### src/rtl/elevator_call_scheduler.sv
// rtl/elevator_call_scheduler.sv - SCAN-ordered floor call scheduler driving a car destination bus
// Optional feature macro: PARK_EN (send the idle car to PARK_FLOOR after PARK_CYCLES idle cycles).
module elevator_call_scheduler #(
  parameter int unsigned ACK_TIMEOUT = 32'd1000,
  parameter logic [1:0]  PARK_FLOOR  = 2'b01,
  parameter int unsigned PARK_CYCLES = 32'd500000000
) (
  input  logic       clk,
  input  logic       rst_n,
  input  logic [3:0] call_req,
  input  logic [1:0] car_floor,
  input  logic       car_busy,
  output logic [2:0] dest,
  output logic [3:0] pending,
  output logic [1:0] sweep_dir,
  output logic [3:0] served,
  output logic       ack_timeout,
  output logic       sched_busy
);

  typedef enum logic [1:0] {IDLE, SELECT, WAIT_ACK, TRAVEL} state_t;

  localparam logic [2:0] DEST_NONE = 3'b100;

  state_t      state_q;
  logic [3:0]  pending_q;
  logic [3:0]  served_q;
  logic [2:0]  dest_q;
  logic [1:0]  tgt_q;
  logic [1:0]  sweep_dir_q;
  logic        sweep_up_q;
  logic [31:0] ack_cnt_q;
  logic        ack_timeout_q;
  logic        sched_busy_q;

  logic [3:0]  above_mask;
  logic [3:0]  below_mask;
  logic        up_found;
  logic        dn_found;
  logic [1:0]  up_fl;
  logic [1:0]  dn_fl;
  logic [1:0]  sel_fl;
  logic        sel_up;
  logic        here_hit;
  logic        ack_expire;
  logic        arrived;
  logic        park_active;
  logic [3:0]  clr_mask;

  // Calls strictly above / below the car, from the latched lamp state
  assign above_mask = pending_q & (4'b1110 << car_floor);
  assign below_mask = pending_q & ~(4'b1111 << car_floor);

  assign here_hit   = (state_q == SELECT) && pending_q[car_floor];
  assign ack_expire = (state_q == WAIT_ACK) && !car_busy && ((ack_cnt_q + 32'd1) == ACK_TIMEOUT);
  assign arrived    = (state_q == TRAVEL) && !car_busy && (car_floor == tgt_q);

  // Nearest call above is the lowest set bit of above_mask
  always_comb begin
    up_found = 1'b1;
    up_fl    = 2'd0;
    casez (above_mask)
      4'b???1: up_fl = 2'd0;
      4'b??10: up_fl = 2'd1;
      4'b?100: up_fl = 2'd2;
      4'b1000: up_fl = 2'd3;
      default: up_found = 1'b0;
    endcase
  end

  // Nearest call below is the highest set bit of below_mask
  always_comb begin
    dn_found = 1'b1;
    dn_fl    = 2'd0;
    casez (below_mask)
      4'b1???: dn_fl = 2'd3;
      4'b01??: dn_fl = 2'd2;
      4'b001?: dn_fl = 2'd1;
      4'b0001: dn_fl = 2'd0;
      default: dn_found = 1'b0;
    endcase
  end

  // SCAN choice: keep the current sweep while it has work, otherwise reverse
  always_comb begin
    sel_fl = up_fl;
    sel_up = 1'b1;
    if (sweep_up_q) begin
      if (!up_found) begin
        sel_fl = dn_fl;
        sel_up = 1'b0;
      end
    end else begin
      if (dn_found) begin
        sel_fl = dn_fl;
        sel_up = 1'b0;
      end
    end
  end

  // Floors whose call is cleared this cycle; a park trip never clears a lamp
  always_comb begin
    clr_mask = 4'b0000;
    if (here_hit) begin
      clr_mask = clr_mask | (4'b0001 << car_floor);
    end
    if (arrived && !park_active) begin
      clr_mask = clr_mask | (4'b0001 << tgt_q);
    end
  end

  // Call latch and served pulse; a clear beats a simultaneous set
  always_ff @(posedge clk or negedge rst_n) begin
    if (!rst_n) begin
      pending_q <= 4'b0000;
      served_q  <= 4'b0000;
    end else begin
      pending_q <= (pending_q | call_req) & ~clr_mask;
      served_q  <= clr_mask;
    end
  end

`ifdef PARK_EN
  logic [31:0] park_cnt_q;
  logic        park_q;
  logic        park_run;
  logic        park_go;

  assign park_run    = (state_q == IDLE) && (pending_q == 4'b0000) && !car_busy &&
                       (car_floor != PARK_FLOOR) && (call_req == 4'b0000);
  assign park_go     = park_run && ((park_cnt_q + 32'd1) == PARK_CYCLES);
  assign park_active = park_q;

  // Idle counter and park-trip flag; any call or leaving IDLE restarts the count
  always_ff @(posedge clk or negedge rst_n) begin
    if (!rst_n) begin
      park_cnt_q <= '0;
      park_q     <= 1'b0;
    end else begin
      if (park_run && !park_go) begin
        park_cnt_q <= park_cnt_q + 32'd1;
      end else begin
        park_cnt_q <= '0;
      end
      if (park_go) begin
        park_q <= 1'b1;
      end else if (ack_expire || arrived) begin
        park_q <= 1'b0;
      end
    end
  end
`else
  assign park_active = 1'b0;
`endif

  // Scheduler FSM; dest is frozen from SELECT until the car reports arrival or the ack times out
  always_ff @(posedge clk or negedge rst_n) begin
    if (!rst_n) begin
      state_q       <= IDLE;
      dest_q        <= DEST_NONE;
      tgt_q         <= 2'b00;
      sweep_dir_q   <= 2'b00;
      sweep_up_q    <= 1'b1;
      ack_cnt_q     <= '0;
      ack_timeout_q <= 1'b0;
      sched_busy_q  <= 1'b0;
    end else begin
      ack_timeout_q <= 1'b0;
      case (state_q)
        IDLE: begin
          if ((pending_q != 4'b0000) && !car_busy) begin
            state_q      <= SELECT;
            sched_busy_q <= 1'b1;
          end
`ifdef PARK_EN
          else if (park_go) begin
            state_q      <= WAIT_ACK;
            dest_q       <= {1'b0, PARK_FLOOR};
            tgt_q        <= PARK_FLOOR;
            sweep_dir_q  <= (PARK_FLOOR > car_floor) ? 2'b01 : 2'b10;
            ack_cnt_q    <= '0;
            sched_busy_q <= 1'b1;
          end
`endif
        end
        SELECT: begin
          if (here_hit) begin
            state_q      <= IDLE;
            sched_busy_q <= 1'b0;
          end else begin
            state_q     <= WAIT_ACK;
            dest_q      <= {1'b0, sel_fl};
            tgt_q       <= sel_fl;
            sweep_up_q  <= sel_up;
            sweep_dir_q <= sel_up ? 2'b01 : 2'b10;
            ack_cnt_q   <= '0;
          end
        end
        WAIT_ACK: begin
          if (car_busy) begin
            ack_cnt_q <= '0;
            state_q   <= TRAVEL;
          end else if (ack_expire) begin
            ack_cnt_q     <= '0;
            ack_timeout_q <= 1'b1;
            dest_q        <= DEST_NONE;
            sweep_dir_q   <= 2'b00;
            state_q       <= IDLE;
            sched_busy_q  <= 1'b0;
          end else begin
            ack_cnt_q <= ack_cnt_q + 32'd1;
          end
        end
        TRAVEL: begin
          if (arrived) begin
            dest_q       <= DEST_NONE;
            sweep_dir_q  <= 2'b00;
            state_q      <= IDLE;
            sched_busy_q <= 1'b0;
          end
        end
        default: begin
          state_q      <= IDLE;
          dest_q       <= DEST_NONE;
          sweep_dir_q  <= 2'b00;
          sched_busy_q <= 1'b0;
        end
      endcase
    end
  end

  assign dest        = dest_q;
  assign pending     = pending_q;
  assign sweep_dir   = sweep_dir_q;
  assign served      = served_q;
  assign ack_timeout = ack_timeout_q;
  assign sched_busy  = sched_busy_q;

endmodule
### config.mk
export PLATFORM = sky130hd
export DESIGN_NAME = elevator_call_scheduler
export DESIGN_NICKNAME = d
export VERILOG_FILES = /design/src/rtl/elevator_call_scheduler.sv
export SDC_FILE = /design/constraint.sdc
export NUM_CORES = 1
export LEC_CHECK = 0
export CAP_MARGIN = 20
export CORE_ASPECT_RATIO = 0.9
export CORE_MARGIN = 5
export CORE_UTILIZATION = 45
export CTS_CLUSTER_SIZE = 12
export DETAILED_ROUTE_END_ITERATION = 8
export DONT_BUFFER_PORTS = 1
export GPL_ROUTABILITY_DRIVEN = 1
export GPL_TIMING_DRIVEN = 0
export HOLD_SLACK_MARGIN = 0.15
export MAX_ROUTING_LAYER = met4
export PLACE_DENSITY = 0.61
export SLEW_MARGIN = 15
export SYNTH_ARGS = -nofsm -noshare
export SYNTH_HDL_FRONTEND = slang
export SYNTH_SLANG_ARGS = --single-unit
### constraint.sdc
create_clock -name clk -period 5.38 [get_ports clk]
set_input_delay 0.538 -clock clk [delete_from_list [all_inputs] [get_ports clk]]
set_output_delay 0.538 -clock clk [all_outputs]
set_load 0.005 [all_outputs]
# Yosys cells after proc, flatten, opt, wreduce, memory -nomap -nowiden
# Cells that the tools add are included.
dict set report word_totals {
  reg_bits 52
  output_inout_bits 15
  wordCells 102
}
dict set report classes {
  n_addsub 1
  n_lt_le_gt_ge 1
  eq_ne 18
  shifts 4
  mux 42
  bitwise_logic 8
  reduce_logical 18
}
# operator n
set op_table {}
lappend op_table {{two-way mux 32 bit} 3}
lappend op_table {{one-hot mux 32 bit (2 select lines)} 1}
lappend op_table {{adder 32 x 1 -> 32 bit, second input constant} 1}
lappend op_table {{== test 32 x 10 -> 1 bit, second input constant} 1}
lappend op_table {{two-way mux 2 bit} 11}
lappend op_table {{one-hot mux 2 bit (3 select lines)} 3}
lappend op_table {{two-way mux 1 bit} 14}
lappend op_table {{AND 4 bit} 3}
lappend op_table {{two-way mux 3 bit} 4}
lappend op_table {{inequality test 2 bit, second input constant} 6}
lappend op_table {{AND reduction 5 bit} 2}
lappend op_table {{one-hot mux 3 bit (3 select lines)} 1}
lappend op_table {{two-way mux 4 bit} 2}
lappend op_table {{NOT 4 bit} 2}
lappend op_table {{OR 4 bit} 2}
lappend op_table {{one-hot mux 2 bit (4 select lines)} 1}
lappend op_table {{OR reduction 4 bit} 2}
lappend op_table {{<< shifter 1 x 2 -> 4 bit, first input constant} 2}
lappend op_table {{<< shifter 4 x 2 -> 4 bit, first input constant} 2}
lappend op_table {{== test 2 bit, second input constant} 3}
lappend op_table {{logical AND 1 bit} 6}
lappend op_table {{== test 2 x 1 -> 1 bit, second input constant} 2}
lappend op_table {{== test 4 x 1 -> 1 bit, second input constant} 1}
lappend op_table {{== test 4 bit, second input constant} 1}
lappend op_table {{other kinds (15)} 16}

# Logic depth before layout (Yosys ltp)
# Gate-level depths: netlist (run 1).
dict set report depth {
  word_depth 11
  mapped_depth 11
}

# Worst setup path before layout (run 1)
# OpenSTA, ideal clock, no wires.
dict set report synth_path {
  path_type {flip-flop to flip-flop}
  from {reg ack_cnt_q[0]}
  to {reg state_q[1]}
  setup_ns 0.120
  t_arrival_ns 3.064
  required_time_ns 5.260
  slack_ns 2.196
  path_stages_with_launch 11
  cell_sequence {dfrtp_1 > ha_1 > nand3_2 > or4_1 > nor4_4 > xnor2_1 > nand2_1 > or4_4 > buf_6 > o21a_1 > o211a_1}
}
dict set report synth_between {
  elab_chain_cells 5
}
# item line
set synth_rtl {}
lappend synth_rtl {{from (decl)} 32} ;# logic [31:0] ack_cnt_q;
lappend synth_rtl {{from (signal assigned)} 211} ;# ack_cnt_q <= ack_cnt_q + 32'd1;
lappend synth_rtl {{adder 32 x 1 -> 32 bit} 55} ;# assign ack_expire = (state_q == WAIT_ACK) && !car_busy && ((ack_cnt_q + 32'd1) == ACK_TIMEOUT);
lappend synth_rtl {{== test 32 x 10 -> 1 bit} 55}
lappend synth_rtl {{logical AND 1 bit} 55}
lappend synth_rtl {{inequality test 3 bit (no line)} --}
lappend synth_rtl {{AND reduction 3 bit (no line)} --}
lappend synth_rtl {{to (signal assigned)} 159} ;# state_q <= IDLE;
lappend synth_rtl {{to (signal assigned)} 172} ;# state_q <= SELECT;
lappend synth_rtl {{to (signal assigned)} 188} ;# state_q <= IDLE;
lappend synth_rtl {{to (decl)} 25} ;# state_t state_q;
# Every way passes these cells.
# A chain may end at the register's enable or synchronous reset.

# Worst setup path in the final report (run 1)
dict set report layout_path {
  from {reg ack_cnt_q[0]}
  to {reg dest_q[2], in the netlist dest[2]}
}
dict set report layout_between {
  elab_chain_cells 5
}
# item line
set layout_rtl {}
lappend layout_rtl {{adder 32 x 1 -> 32 bit} 55}
lappend layout_rtl {{== test 32 x 10 -> 1 bit} 55}
lappend layout_rtl {{logical AND 1 bit} 55}
lappend layout_rtl {{inequality test 2 bit (no line)} --}
lappend layout_rtl {{AND reduction 5 bit (no line)} --}
lappend layout_rtl {{to (signal assigned)} 192} ;# dest_q <= {1'b0, sel_fl};
lappend layout_rtl {{to (decl)} 28} ;# logic [2:0] dest_q;
# Every way passes these cells.

==> results_dict.tcl, run 1 <==
set metrics [dict create \
    rsz0062_at_grt "false" \
    cts_tree "yes" \
    synth_seq_cells 52 \
    timing.fmax_mhz 264 \
    die_area_um2 9400 \
    r2r_start "ack_cnt_q[0]" \
    cts_resized 0 \
    slew_headroom_pct 55.3 \
    slowest_delay_ns 0.73 \
    syn_inst 397 \
    worst_hold_slack_ns 0.302 \
    antenna_found_initial 0 \
    clkSinkCount 52 \
    initial_core_util_pct 45.5 \
    gp_congestion 0.924 \
    setup_viol 0 \
    gr-total-overflow 0 \
    cp_max_fo 9 \
    worst-path-buf-inv 0 \
    synth_cell_types 60 \
    drc 0 \
    critPathArrivalTime_ns 4.02 \
    io_buffers 0 \
    diodes 0 \
    crit_required_ns 5.61 \
    max_cap_violations 0 \
    cts_setup_buffers 0 \
    vdd_drop_max_uv 166 \
    final_cell_mix "dfrtp_1 (50), nand2_1 (36), nor2_1 (35)" \
    area_delta_synth_final_pct 7.80 \
    crit_family "simple AND/OR/NAND/NOR gates" \
    syn-mean-instance-area_um2 8.57 \
    wl_mm 9.16 \
    critPathMostFrequentCell "nor4_4" \
    yosysWarnings 0 \
    cts_buffers 5 \
    final_common_cell "dfrtp_1" \
    hold_path_class "in2reg" \
    grt_max_degree 53 \
    power_density_nw_per_um2 298 \
    io_pins 24 \
    crit_chain "ha_1 -> nand3_2 -> or4_1 -> nor4_4 -> xnor2_1 -> nand2_1 -> nor4_4 -> a22oi_1 -> a21boi_0" \
    hold_viol_final 0 \
    period_share_pct 70.4 \
    crit_path_end_kind "register" \
    utilization_pct 49.1 \
    fin_crit_ns 3.79 \
    ctsLongestPathBuffers 2 \
    die_x_um 102 \
    clk_latency_ns 0.31 \
    grt_pass1_vias 2786 \
    crit_type "reg2reg" \
    syn_area_um2 3400 \
    final_nets 417 \
    fp.dieH_um 92.5 \
    hp-start "car_busy" \
    dr.first_iter.drc_count 296 \
    finalClockSkew_ns 0.00616 \
    slew_viol_final 0 \
    slowest_stage "or4_1" \
    h-tree-depth 2 \
    start_kind "register" \
    vias 3167 \
    clkTransAtPathRegs_ns 0.10 \
    via_per_inst 6.30 \
    synth-edff-count 0 \
    antenna_left 0 \
    final_layout_size_suffix_gt1_share_pct 8.11 \
    grt.total_usage_pct 20.2 \
    clockRootBuffer "clkbuf_8" \
    hpwl_mm 6.45 \
    synth_fp_nets 408 \
    design_area_um2 3670 \
    coreArea_um2 7470 \
    setup.worst_path.start "ack_cnt_q[0]" \
    tightest_slew_ns 0.666 \
    synthArstFlopShare_pct 100 \
    fin_setup_tns_ns 0 \
    leakage_nw 1.54 \
    ys_seq_area_share_pct 38.3 \
    p_total_mw 1.09 \
    dr.pass1.iters 5 \
    status "finished clean" \
    wl_per_cell_um 18.2 \
    grt_pass1_wl_mm 14.7 \
    rows 30 \
    dpl_cell_area_um2 3520 \
    synth_ff_type "dfrtp_1" \
]
## routing by layer
metal | vias to the layer above | wire length [um] | track usage (%) | part of all wire, %
li1 | 1515 | - | - | -
met1 | 1524 | 4610 | 30.8 | 50
met2 | 119 | 3870 | 28.4 | 42
met3 | 9 | 573 | 2.79 | 6.3
met4 | 0 | 105 | 4.43 | 1.1
met5 | - | 0 | - | 0
## cells by family (layout without fill, tap and decap cells)
group / Yosys count / count (layout) / synth area share [%]
AND/OR/NAND/NOR: 180 / 180 / 30.4
adder cells (fa/ha/maj): 2 / 2 / 0.736
XOR/XNOR: 6 / 6 / 1.55
AO/OA/AOI/OAI: 114 / 114 / 22.1
multiplexers: 6 / 6 / 2.17
buffers and inverters: 37 / 47 / 4.71
flip-flops: 52 / 52 / 38.3
## report_power, final
group	switching, mW	internal (mW)	leakage (nW)
clock network	0.140	0.138	0.0552
registers	0.0671	0.456	0.686
logic	0.187	0.104	0.798
## cell usage after synthesis, types with 3 or more instances
cell / number / area, um^2
mux2i_1: 4 / 40.0
nand3b_1: 3 / 22.5
xnor2_1: 3 / 26.3
nand4_1: 13 / 81.3
and4_1: 4 / 35.0
nor4_1: 8 / 50.1
or4_1: 6 / 45.0
a21oi_1: 21 / 105
o31ai_1: 20 / 150
buf_2: 8 / 40.0
nand3_1: 18 / 90.1
nor2_1: 35 / 131
o41ai_1: 3 / 26.3
nor4_4: 3 / 63.8
or3_1: 6 / 37.5
nand2_1: 36 / 135
nor3_1: 8 / 40.0
o21ai_0: 26 / 130
and3_1: 15 / 93.8
a31oi_1: 6 / 37.5
nor3b_1: 4 / 30.0
clkbuf_1: 18 / 67.6
a22o_1: 3 / 26.3
nand2b_1: 8 / 50.1
inv_1: 9 / 33.8
dfrtp_1: 50 / 1250
a21o_1: 13 / 97.6
xor2_1: 3 / 26.3
o21a_1: 3 / 22.5
## through the flow
stage               setup slack, ns  cells
finish                         1.59    503
floorplan                      2.20    397
global route                   1.31    503
detailed placement             1.63    493
global placement               1.65    493
CTS                            1.58    503
## state kept, by name (all words and copies together) (netlist names)
signal       flops
ack_cnt_q       32
sweep_up_q       1
sched_busy       1
state_q          2
served           4
pending          4
ack_timeout      1
sweep_dir        2
tgt_q            2
dest             3
## path summary, 6_finish.rpt
kind,to,slack (ns),cells past startpoint
setup / recovery,dest[2],1.59,9
hold / removal,state_q[0],0.30,1
setup reg to reg,dest[2],1.59,9
hold reg to reg,dest[1],0.52,1
max in group asynchronous,sweep_up_q,4.37,2
min in group asynchronous,ack_cnt_q[27],0.74,2
## worst reg2reg max path, stage by stage, from the launching register on
cell	delay [ns]
dfrtp_1	0.45
ha_1	0.30
nand3_2	0.23
or4_1	0.73
nor4_4	0.40
xnor2_1	0.19
nand2_1	0.17
nor4_4	0.62
a22oi_1	0.34
a21boi_0	0.29
## area by class of cell
cell class | count | area, um^2
Sequential cell | 52 | 1300
Tap cell | 96 | 120
Multi-Input combinational cell | 308 | 1940
Buffer | 28 | 126
Fill cell | 737 | 3800
Clock buffer | 6 | 72.6
Inverter | 9 | 33.8
Clock inverter | 2 | 35.0
Timing Repair Buffer | 2 | 37.5
## what timing repair did
action | in CTS | in global routing
endpoints found under the hold margin | 52 | 0
hold buffers | 2 | 0
endpoints found under the setup margin | 0 | 0
(Power assumes the default switching activity.)
==> inputs of run 2 (changes only) <==
==> constraint.sdc (replaced) <==
create_clock -name clk -period 3.51 [get_ports clk]
set_input_delay 0.351 -clock clk [delete_from_list [all_inputs] [get_ports clk]]
set_output_delay 0.351 -clock clk [all_outputs]
set_load 0.005 [all_outputs]
==> results_dict.tcl, run 2 (same netlist as run 1, synthesis figures left out) <==
set metrics [dict create \
    dpl_cell_area_um2 3520 \
    cts_buffers 5 \
    hpwl_mm 6.45 \
    die_x_um 102 \
    rsz0062_at_grt "false" \
    initial_core_util_pct 45.5 \
    worst_hold_slack_ns 0.162 \
    clockRootBuffer "clkbuf_8" \
    design_area_um2 3700 \
    dp.cells 493 \
    antenna_found_initial 0 \
    gr-total-overflow 0 \
    crit_required_ns 3.72 \
    fillers 732 \
    via_per_inst 6.30 \
    critPathArrivalTime_ns 3.48 \
    max_cap_violations 0 \
    utilization_pct 49.6 \
    die_area_um2 9400 \
    fin_setup_tns_ns 0 \
    h-tree-depth 2 \
    grt_pass1_vias 2809 \
    diodes 0 \
    final_cell_mix "dfrtp_1 (48), nand2_1 (36), nor2_1 (35)" \
    hold_viol_final 0 \
    slew_headroom_pct 53.5 \
    fin_crit_ns 3.27 \
    final_layout_size_suffix_gt1_share_pct 9.29 \
    worst_slack_ns 0.240 \
    cts_tree "yes" \
    final_common_cell "dfrtp_1" \
    final_nets 419 \
    wl_per_cell_um 18.4 \
    tightest_slew_ns 0.692 \
    crit_path_end_kind "register" \
    finalNonFillerCells 505 \
    wl_mm 9.29 \
    cp_max_fo 8 \
    vias 3182 \
    grt_max_degree 53 \
    timing.fmax_mhz 306 \
    slew_viol_final 0 \
    status "finished clean" \
    fp.dieH_um 92.5 \
    rows 30 \
    finalClockSkew_ns 0.00589 \
    leakage_nw 1.54 \
    p_total_mw 1.68 \
    start_kind "register" \
    grt.total_usage_pct 20.3 \
    largest_reg_flops 32 \
    antenna_left 0 \
    regArea_um2 1310 \
    io_buffers 0 \
    drc 0 \
    clkSinkCount 52 \
    largest_register "ack_cnt_q" \
    io_pins 24 \
    area_delta_synth_final_pct 8.87 \
    coreArea_um2 7470 \
    vdd_drop_max_uv 251 \
    grt_pass1_wl_mm 14.8 \
    setup_viol 0 \
    ctsLongestPathBuffers 2 \
    dr.pass1.iters 5 \
    gp_congestion 0.924 \
    place_worst_setup_slack_ns -0.236 \
    hold_path_class "in2reg" \
    crit_type "reg2reg" \
    power_density_nw_per_um2 453 \
    clk_latency_ns 0.31 \
    clkTransAtPathRegs_ns 0.10 \
    multi_input_area_um2 1950 \
    dr.first_iter.drc_count 344 \
    period_share_pct 93.2 \
]
run 2: cell types whose count changed in the layout (fill, tap and decap cells not counted), sizes merged:
cell / delta
dlygate4sd3: +1
buf: +1
run 2: where the power goes:
group,leakage [nW],switching [mW],total (mW),internal (mW)
Combinational,0.806,0.286,0.448,0.162
Sequential,0.683,0.106,0.807,0.701
Clock,0.0552,0.212,0.424,0.212
run 2: final timing paths:
kind	from	to	slack, ns	cells past startpoint
min in group asynchronous	rst_n	ack_cnt_q[27]	0.55	2
min reg2reg	dest[2]	dest[2]	0.51	2
min	call_req[3]	pending[3]	0.16	2
max in group asynchronous	rst_n	sweep_up_q	2.68	2
max reg2reg	ack_cnt_q[0]	state_q[1]	0.24	10
max	ack_cnt_q[0]	state_q[1]	0.24	10
run 2: what timing repair did:
item                       CTS  global route
buffers inserted             1             0
setup endpoints to repair   15             9
gates resized for setup      2             3
hold endpoints to repair    53             0
hold buffers                 3             0
pin swaps                    1             1
run 2: metal layers:
layer | up-vias | wire (um) | GRT usage [%] | share of wire (%)
met5 | - | 0 | - | 0
met4 | 0 | 76 | 4.43 | 0.82
met3 | 7 | 483 | 2.79 | 5.2
met2 | 106 | 4030 | 28.6 | 43
met1 | 1549 | 4700 | 30.8 | 51
li1 | 1520 | - | - | -
run 2: critical path: stages, from the launching register on:
cell and delay, ns:
dfrtp_2 0.45, ha_4 0.19, nand3_2 0.20, or4_4 0.64, nor4_4 0.24, xnor2_1 0.20, nand2_1 0.17, or4_4 0.56
buf_6 0.15, o21a_1 0.16, o211a_1 0.20
run 2: layout make-up:
type | count | area share [%]
Inverter | 9 | 0.912
Sequential cell | 52 | 35.3
Multi-Input combinational cell | 308 | 52.8
Tap cell | 96 | 3.24
Timing Repair Buffer | 4 | 1.49
Clock buffer | 6 | 1.96
Buffer | 28 | 3.41
Clock inverter | 2 | 0.946
==> variant (config.mk and constraints of run 1) <==
Encoding of `state_t`: now one-hot (4 bits for 4 states).
--- a/src/rtl/elevator_call_scheduler.sv
+++ b/src/rtl/elevator_call_scheduler.sv
@@ -18,7 +18,7 @@
   output logic       sched_busy
 );
 
-  typedef enum logic [1:0] {IDLE, SELECT, WAIT_ACK, TRAVEL} state_t;
+  typedef enum logic [3:0] {IDLE = 4'b0001, SELECT = 4'b0010, WAIT_ACK = 4'b0100, TRAVEL = 4'b1000} state_t;
 
   localparam logic [2:0] DEST_NONE = 3'b100;
 
Behaviour: same outputs for any inputs over 10 cycles, from zero or initial values and one cycle with rst_n low; not proved beyond that.
==> variant against run 1 <==
- synthesized area is 8.2% higher
- setup slack worse by 180 ps
- sequential power is 7.5% lower
- cell area is 7.4% higher
- power is 16% lower
- die area is 7.3% higher
- routed wire length is 7.6% higher
- sequential cell count is 2 higher
- largest cell class unchanged
==> variant: results (changes against run 1) <==
Final layout
  – Filler Cells Inserted: 779 (+5.7%)
  – Share of cells above drive strength 1: 0.0960 (+0.0149)
  – N_diodes: 0 (unchanged)
  – Total Nets Final: 458 (+9.8%)

Global route
  – First-pass GRT wire length: 16,400 µm (+11%)
  – Vias in the first global route: 3,203 (+15%)
  – Total GRT Usage: 0.209 (+0.00694)

Logic synthesis
  – Synth Area in Compound Gates: 0.219 (-0.00244)
  – Post-synthesis mux area share: 0.0228 (+0.00108)
  – Synth Area in XOR/XNOR: 0.0262 (+0.0107)
  – Synth area leaders: dfrtp_1, o31ai_1, nand3_1, nor2_1, a21oi_1
  – Area share of fa/ha/maj cells after synthesis: 0.00680 (-0.000556)
  – Post-synth top cells: dfrtp_1, nor2_1, nand2_1

Setup path
  – Worst path arrival time: 4190 ps (+170 ps)
  – Peak fanout along the critical path: 10 (+1)

Place
  – Post-Place Cell Area: 3800 µm² (+8.0%)
  – GPL Wtd Cong: 0.927 (+0.28%)

STA
  – Worst Skew: 10.8 ps (+4.62 ps)
  – Rel. slew slack: 0.391 (-0.162)

Outcome
  – Status: finished clean

Drt
  – Iter 0 DRT Violations: 235 (-21%)
  – Avg Vias per Cell: 6.24 (-0.87%)
  – Drt pass-1 iters: 4 (-1)

Pwr
  – Peak VDD IR: 216 µV (+31%)
  – Cell Int Power: 0.619 mW (-11%)
variant: cell count changes in the layout (fill, tap and decap cells not counted), moves of 4 or more:
cell	run 1	this run
a211o_1	0	4
and2_1	1	5
nand2_1	36	31
nand3_1	18	30
nand4_1	13	17
o21ai_0	26	21
o22ai_1	1	6
or2_2	2	6
or4_1	6	2
xnor2_1	3	10
variant: path summary, 6_finish.rpt:
kind	endpoint	slack (ps)	cells past startpoint
setup / recovery	ack_cnt_q[3]	1410	10
min in group asynchronous	ack_cnt_q[26]	780	2
max in group asynchronous	state_q[0]	4310	2
hold / removal	state_q[1]	270	1
setup reg to reg	ack_cnt_q[3]	1410	10
hold reg to reg	sweep_up_q	550	1
variant: kinds of logic (layout without fill, tap and decap cells):
kind of cell    count (synthesis)  after routing
mux                             7              7
fa+ha+maj                       2              2
flops                          54             54
xor+xnor                       11             11
compound gates                122            122
simple gates                  198            198
buf+inv                        44             54
variant: cell type report:
class / count / area [µm²] / area share
Tap cell: 99 / 124 / 0.0314
Clock buffer: 6 / 82.6 / 0.0210
Sequential cell: 54 / 1360 / 0.344
Timing Repair Buffer: 2 / 37.5 / 0.00953
Multi-Input combinational cell: 340 / 2140 / 0.544
Buffer: 34 / 144 / 0.0365
Clock inverter: 2 / 16.3 / 0.00413
Inverter: 10 / 37.5 / 0.00953
variant: timing repair:
action | CTS | global route
hold buffers | 2 | 0
setup endpoints to repair | 0 | 0
hold endpoints to repair | 54 | 0
resized for setup | 0 | 0
buffers inserted | 0 | 0
variant: metal layers:
layer / GRT usage / share of wire / vias to the layer above
li1: - / - / 1655
met4: 0.0590 / 0.016 / 0
met3: 0.0382 / 0.042 / 16
met5: - / 0 / -
met2: 0.312 / 0.43 / 93
met1: 0.293 / 0.51 / 1650
variant: power by group through the flow:
| stage | registers [mW] | clock network (mW) | logic, mW |
|---|---|---|---|
| 3_3_place_gp | 0.491 | 0 | 0.157 |
| 6_report | 0.484 | 0.256 | 0.176 |
| 5_1_grt | 0.491 | 0.280 | 0.197 |
| 3_5_place_dp | 0.492 | 0 | 0.159 |
| 4_1_cts | 0.484 | 0.261 | 0.173 |
| 2_1_floorplan | 0.480 | 0 | 0.132 |
variant: critical path, delay by kind of cell, from the launching register on:
family                   cells  cell delay [ps]
AND/OR/NAND/NOR              5             1870
multiplexers                 1              410
AO/OA/AOI/OAI                2              590
flip-flops                   1              480
buffers and inverters        1              220
adder cells (fa/ha/maj)      1              290
variant: stage by stage:
stage	power [mW]	cells	hold WS [ps]	setup slack [ps]
after floorplan	0.612	438	242	2250
after global placement	0.649	537	245	1510
after detailed placement	0.651	537	245	1490
after CTS	0.918	547	267	1450
after global routing	0.968	547	267	1290
final	0.916	547	272	1410
